`src/rtl/vram_arbiter_if.sv`:
```
// CPU-side request/acknowledge bus into the video RAM arbiter.
// The requester holds req/we/addr/wdata stable until it sees ack.
interface vram_arbiter_if #(
  parameter int ADDR_W = 14,
  parameter int DATA_W = 8
);
  logic              cpu_req;
  logic              cpu_we;
  logic [ADDR_W-1:0] cpu_addr;
  logic [DATA_W-1:0] cpu_wdata;
  logic [DATA_W-1:0] cpu_rdata;
  logic              cpu_ack;

  modport master (
    output cpu_req, cpu_we, cpu_addr, cpu_wdata,
    input  cpu_rdata, cpu_ack
  );

  modport slave (
    input  cpu_req, cpu_we, cpu_addr, cpu_wdata,
    output cpu_rdata, cpu_ack
  );
endinterface

```
`src/rtl/vram_arbiter.sv`:
```
// Single-port video RAM arbiter: display fetches have fixed priority over
// CPU accesses; vdg_data holds the last fetched byte between fetches.
//
// state  | meaning
// IDLE   | choose next access: video fetch if pending, else CPU request
// V_WAIT | SRAM capturing the video address
// V_CAP  | video read data valid on ram_rdata, loaded into vdg_data on exit
// C_WR   | SRAM writing CPU data this edge
// C_WAIT | SRAM capturing the CPU read address
// C_CAP  | CPU read data valid on ram_rdata, loaded into cpu_rdata on exit
// ACK    | cpu_ack high for this single cycle
module vram_arbiter #(
  parameter int ADDR_W = 14,
  parameter int DATA_W = 8
) (
  input  logic              clk_25,
  input  logic              reset_n,
  input  logic [ADDR_W-1:0] vdg_addr,
  output logic [DATA_W-1:0] vdg_data,
  vram_arbiter_if.slave     cpu,
  output logic [ADDR_W-1:0] ram_addr,
  output logic              ram_we,
  output logic [DATA_W-1:0] ram_wdata,
  input  logic [DATA_W-1:0] ram_rdata
);

  typedef enum logic [2:0] {
    IDLE, V_WAIT, V_CAP, C_WR, C_WAIT, C_CAP, ACK
  } state_t;

  state_t            state, next_state;
  logic [ADDR_W-1:0] vid_addr_q, vid_addr_q_d;
  logic              vid_valid, vid_valid_d;
  logic [ADDR_W-1:0] ram_addr_d;
  logic              ram_we_d;
  logic [DATA_W-1:0] ram_wdata_d;
  logic [DATA_W-1:0] vdg_data_d;
  logic [DATA_W-1:0] cpu_rdata_d;
  logic              cpu_ack_d;
  logic              vid_pending;

  assign vid_pending = !vid_valid || (vdg_addr != vid_addr_q);

  always_ff @(posedge clk_25 or negedge reset_n) begin
    if (!reset_n) begin
      state         <= IDLE;
      vid_addr_q    <= '0;
      vid_valid     <= 1'b0;
      ram_addr      <= '0;
      ram_we        <= 1'b0;
      ram_wdata     <= '0;
      vdg_data      <= '0;
      cpu.cpu_rdata <= '0;
      cpu.cpu_ack   <= 1'b0;
    end else begin
      state         <= next_state;
      vid_addr_q    <= vid_addr_q_d;
      vid_valid     <= vid_valid_d;
      ram_addr      <= ram_addr_d;
      ram_we        <= ram_we_d;
      ram_wdata     <= ram_wdata_d;
      vdg_data      <= vdg_data_d;
      cpu.cpu_rdata <= cpu_rdata_d;
      cpu.cpu_ack   <= cpu_ack_d;
    end
  end

  always_comb begin
    next_state = state;
    case (state)
      IDLE: begin
        if (vid_pending)                    next_state = V_WAIT;
        else if (cpu.cpu_req && cpu.cpu_we) next_state = C_WR;
        else if (cpu.cpu_req)               next_state = C_WAIT;
      end
      V_WAIT:  next_state = V_CAP;
      V_CAP:   next_state = IDLE;
      C_WR:    next_state = ACK;
      C_WAIT:  next_state = C_CAP;
      C_CAP:   next_state = ACK;
      ACK:     next_state = IDLE;
      default: next_state = IDLE;
    endcase
  end

  always_comb begin
    vid_addr_q_d = vid_addr_q;
    vid_valid_d  = vid_valid;
    ram_addr_d   = ram_addr;
    ram_we_d     = ram_we;
    ram_wdata_d  = ram_wdata;
    vdg_data_d   = vdg_data;
    cpu_rdata_d  = cpu.cpu_rdata;
    cpu_ack_d    = cpu.cpu_ack;
    case (state)
      IDLE: begin
        if (vid_pending) begin
          ram_addr_d   = vdg_addr;
          ram_we_d     = 1'b0;
          vid_addr_q_d = vdg_addr;
          vid_valid_d  = 1'b1;
        end else if (cpu.cpu_req && cpu.cpu_we) begin
          ram_addr_d  = cpu.cpu_addr;
          ram_wdata_d = cpu.cpu_wdata;
          ram_we_d    = 1'b1;
        end else if (cpu.cpu_req) begin
          ram_addr_d = cpu.cpu_addr;
          ram_we_d   = 1'b0;
        end
      end
      V_CAP: vdg_data_d = ram_rdata;
      C_WR: begin
        ram_we_d  = 1'b0;
        cpu_ack_d = 1'b1;
        // Writing the byte on screen invalidates it so the display refetches.
        if (cpu.cpu_addr == vid_addr_q) vid_valid_d = 1'b0;
      end
      C_CAP: begin
        cpu_rdata_d = ram_rdata;
        cpu_ack_d   = 1'b1;
      end
      ACK: cpu_ack_d = 1'b0;
      default: ;
    endcase
  end

endmodule

```
`src/flat_wrapper.sv`:
```
// flat-port wrapper written by rule: the top's interface ports become plain ports
module vram_arbiter_flat 
#(
  parameter int ADDR_W = 14,
  parameter int DATA_W = 8
)
  (clk_25, reset_n, vdg_addr, vdg_data, ram_addr, ram_we, ram_wdata, ram_rdata, cpu_cpu_req, cpu_cpu_we, cpu_cpu_addr, cpu_cpu_wdata, cpu_cpu_rdata, cpu_cpu_ack);
  vram_arbiter_if #(.ADDR_W(ADDR_W), .DATA_W(DATA_W)) cpu_i ();
  input  logic clk_25;
  input  logic reset_n;
  input  logic [ADDR_W-1:0] vdg_addr;
  output logic [DATA_W-1:0] vdg_data;
  output logic [ADDR_W-1:0] ram_addr;
  output logic ram_we;
  output logic [DATA_W-1:0] ram_wdata;
  input  logic [DATA_W-1:0] ram_rdata;
  input wire logic [$bits(cpu_i.cpu_req)-1:0] cpu_cpu_req;
  input wire logic [$bits(cpu_i.cpu_we)-1:0] cpu_cpu_we;
  input wire logic [$bits(cpu_i.cpu_addr)-1:0] cpu_cpu_addr;
  input wire logic [$bits(cpu_i.cpu_wdata)-1:0] cpu_cpu_wdata;
  output wire logic [$bits(cpu_i.cpu_rdata)-1:0] cpu_cpu_rdata;
  output wire logic [$bits(cpu_i.cpu_ack)-1:0] cpu_cpu_ack;
  assign cpu_i.cpu_req = cpu_cpu_req;
  assign cpu_i.cpu_we = cpu_cpu_we;
  assign cpu_i.cpu_addr = cpu_cpu_addr;
  assign cpu_i.cpu_wdata = cpu_cpu_wdata;
  assign cpu_cpu_rdata = cpu_i.cpu_rdata;
  assign cpu_cpu_ack = cpu_i.cpu_ack;
  vram_arbiter #(.ADDR_W(ADDR_W), .DATA_W(DATA_W)) u_core (.clk_25(clk_25), .reset_n(reset_n), .vdg_addr(vdg_addr), .vdg_data(vdg_data), .cpu(cpu_i), .ram_addr(ram_addr), .ram_we(ram_we), .ram_wdata(ram_wdata), .ram_rdata(ram_rdata));
endmodule
```
`config.mk`:
```
export PLATFORM = sky130hd
export DESIGN_NAME = vram_arbiter_flat
export DESIGN_NICKNAME = d
export VERILOG_FILES = /design/src/rtl/vram_arbiter_if.sv /design/src/rtl/vram_arbiter.sv /design/src/flat_wrapper.sv
export SDC_FILE = /design/constraint.sdc
export NUM_CORES = 1
export LEC_CHECK = 0
export ABC_CLOCK_PERIOD_IN_PS = 2900
export CAP_MARGIN = 0
export CORE_MARGIN = 3
export CORE_UTILIZATION = 48
export CTS_BUF_LIST = sky130_fd_sc_hd__clkbuf_4
export CTS_CLUSTER_SIZE = 28
export DETAILED_ROUTE_END_ITERATION = 10
export PLACE_DENSITY = 0.83
export SLEW_MARGIN = 0
export SYNTH_ARGS = -nofsm -noshare
export SYNTH_HDL_FRONTEND = slang
export SYNTH_SLANG_ARGS = --single-unit
```
`constraint.sdc`:
```
create_clock -name clk_25 -period 2.9 [get_ports clk_25]
set_clock_uncertainty 0.2 [all_clocks]
set_input_delay 0.435 -clock clk_25 [delete_from_list [all_inputs] [get_ports clk_25]]
set_output_delay 0.435 -clock clk_25 [all_outputs]
set_load 0.02 [all_outputs]
```
==> results.json <==
{
  "outcome": "complete, no violations",
  "reg2reg_setup_slack_ps": 350,
  "clk_pin_slew_ps": 100,
  "drv_slew": 0,
  "reg2reg_from": "u_core.state[0]",
  "first_iter_violations": 122,
  "syn_area_um2": 2710,
  "min_from": "u_core.cpu.cpu_rdata[3]",
  "via_per_inst": 5.49,
  "regArea_um2": 1450,
  "power.total_mw": 3.95,
  "tightest_slew_ps": 986,
  "grt_overflow": 0,
  "r2r_cells": 3,
  "die_w_um": 81.1,
  "ant_nets": 0,
  "io_buffers": 87,
  "fmaxAchievable_ghz": 0.391,
  "p_leak_nw": 1.62,
  "dr.pass1.iters": 5,
  "cts_hold_buf": 1,
  "cts_buffers": 9,
  "max_stage_delay_ps": 810,
  "synthFlopType": "dfrtp_1",
  "cp.arrival_ps": 2640,
  "die-area_um2": 6580,
  "core_area_um2": 5270,
  "slew_headroom": 0.342,
  "path_delay_family": "simple AND/OR/NAND/NOR gates",
  "cp.required_ps": 2990,
  "num_vias": 2092,
  "grt_max_degree": 31,
  "nets": 355,
  "hold_path_class": "reg -> reg",
  "power_density_nw_per_um2": 1020,
  "rsz0062_at_grt": "no",
  "grtUsageTotal": 0.220,
  "holdPathEnd": "u_core.cpu.cpu_rdata[3]",
  "r2r_end": "u_core.vid_addr_q[12]",
  "num_io_pins": 88,
  "path_class": "reg -> reg",
  "wirelength_um": 6510,
  "avgRoutedWirePerCell_um": 17.1,
  "cts_setup_buffers": 0,
  "final_common_cell": "clkdlybuf4s50_1",
  "cts_resized": 0,
  "yosysSeqAreaShare": 0.536,
  "cts.sinks": 58,
  "synth_fp_nets": 257,
  "final_cell_area_um2": 3860,
  "fillers": 380,
  "ctsHtreeMaxLevel": 3,
  "setup_violations": 0,
  "dp_hpwl_um": 4750,
  "clock_latency_ps": 400,
  "max-vdd-ir-drop_mv": 0.629,
  "synth_cells": 209,
  "crit_buf_inv": 0,
  "start_util": 0.514,
  "cp_slowest_cell": "nor2_2",
  "async_reset_ff_frac": 1.00,
  "min_period_over_period": 0.881,
  "cts_tree": "built",
  "ys_seq_elements": 58,
  "grt_pass1_vias": 2153,
  "dpl-instance-area_um2": 3700,
  "area_growth_pct": 42.7,
  "final_layout_size_suffix_gt1_frac": 0.219,
  "gp_congestion": 0.869,
  "cp-end-kind": "flop",
  "syn_avg_cell_area_um2": 13.0,
  "grt_pass1_wl_um": 10800,
  "finalSetupTns_ps": 0,
  "drc_errors": 0,
  "multi_input_area_um2": 1190,
  "root_buffer": "clkbuf_4",
  "antennaDiodeCount": 0,
  "yosys_warnings": 0,
  "die_y_um": 81.1,
  "timing.max_cap.violations": 0,
  "critPathMaxFanout": 21,
  "path_cells": "or3_1, nor2_2, mux2_2",
  "antenna_found_initial": 0,
  "synthDistinctLibCells": 28,
  "whs_path_depth": 1,
  "synth_edf_count": 0,
  "rows": 26,
  "layout_min_cycle_time_ps": 2550,
  "final_cell_mix": "86 x clkdlybuf4s50_1, 58 x dfrtp_1, 35 x mux2_2",
  "hold_viol": 0,
  "cts_buffer_depth": 2,
  "critPathLaunchType": "flop",
  "cp-startpoint": "u_core.state[0]"
}
-- worst register-to-register path: stages (launching register included) --
cell and delay (ps):
dfrtp_1 490, or3_1 520, nor2_2 820, mux2_2 420
-- final cells by class --
cell class | instances | area share
flip-flops and latches | 58 | 0.376
multi-input cells | 136 | 0.309
repair buffers | 98 | 0.249
well taps | 70 | 0.0227
clock inverters | 6 | 0.0214
clock buffers | 9 | 0.0175
inverters | 4 | 0.00389
-- routing by layer --
metal / global-route usage / part of all wire / up-vias
li1: - / - / 976
met1: 0.284 / 0.43 / 1052
met2: 0.354 / 0.51 / 58
met3: 0.0443 / 0.048 / 6
met4: 0.106 / 0.013 / 0
met5: 0 / 0 / -
-- flip-flops by register name, summed over array words and instances, names as in the netlist --
signal	cells
u_core.ram_addr	14
u_core.cpu.cpu_rdata	8
u_core.state	3
u_core.ram_we	1
u_core.vid_addr_q	14
u_core.cpu.cpu_ack	1
u_core.vid_valid	1
u_core.ram_wdata	8
u_core.vdg_data	8
-- synth_stat cells (2+ instances only) --
library cell   n  area (um2)
a21oi_1        4        20.0
a221o_1       12         120
a31oi_1        2        12.5
and4_1        12         105
buf_2          4        20.0
clkbuf_1       7        26.3
dfrtp_1       58        1450
inv_1          4        15.0
mux2_2        35         394
nand2_1       13        48.8
nand3b_1       2        15.0
nand4_1        8        50.1
nor2_1         2        7.51
nor4_1         2        12.5
nor4_4         2        42.5
o21ai_0        3        15.0
o221ai_1       2        17.5
xnor2_1       23         201
xor2_1         5        43.8
-- stage by stage --
| stage | setup slack [ps] | cells | hold WS (ps) | util |
|---|---|---|---|---|
| after floorplan | 783 | 209 | -60.6 | - |
| after global placement | 141 | 365 | 285 | 0.703 |
| after detailed placement | 78.0 | 365 | 292 | 0.703 |
| after CTS | 340 | 381 | 315 | 0.733 |
| after global routing | 193 | 381 | 324 | 0.733 |
| final | 345 | 381 | 312 | 0.733 |
-- worst max path at each step --
| stage | endpoint | slack, ps | cells after the start |
|---|---|---|---|
| 2_1_floorplan | u_core.vid_addr_q[10] | 780 | 6 |
| 3_3_place_gp | u_core.vid_addr_q[1] | 140 | 6 |
| 3_5_place_dp | u_core.vid_addr_q[12] | 80 | 6 |
| 4_1_cts | u_core.vid_addr_q[12] | 340 | 3 |
| 5_1_grt | u_core.vid_addr_q[12] | 190 | 3 |
| 6_report | u_core.vid_addr_q[12] | 350 | 3 |
-- report_power, final --
part	internal [mW]	switching, mW
registers	1.15	0.253
logic	1.00	0.903
clock network	0.340	0.300
total	2.49	1.46
-- cells by family after synthesis --
logic type                synth area share
and+or+nand+nor                      0.131
xor gates and xnor gates            0.0906
AOI/OAI and AO/OA                   0.0739
DFF                                  0.536
buffers and inverters               0.0226
muxes                                0.146
Note: power is estimated with default switching activity, not from simulation.
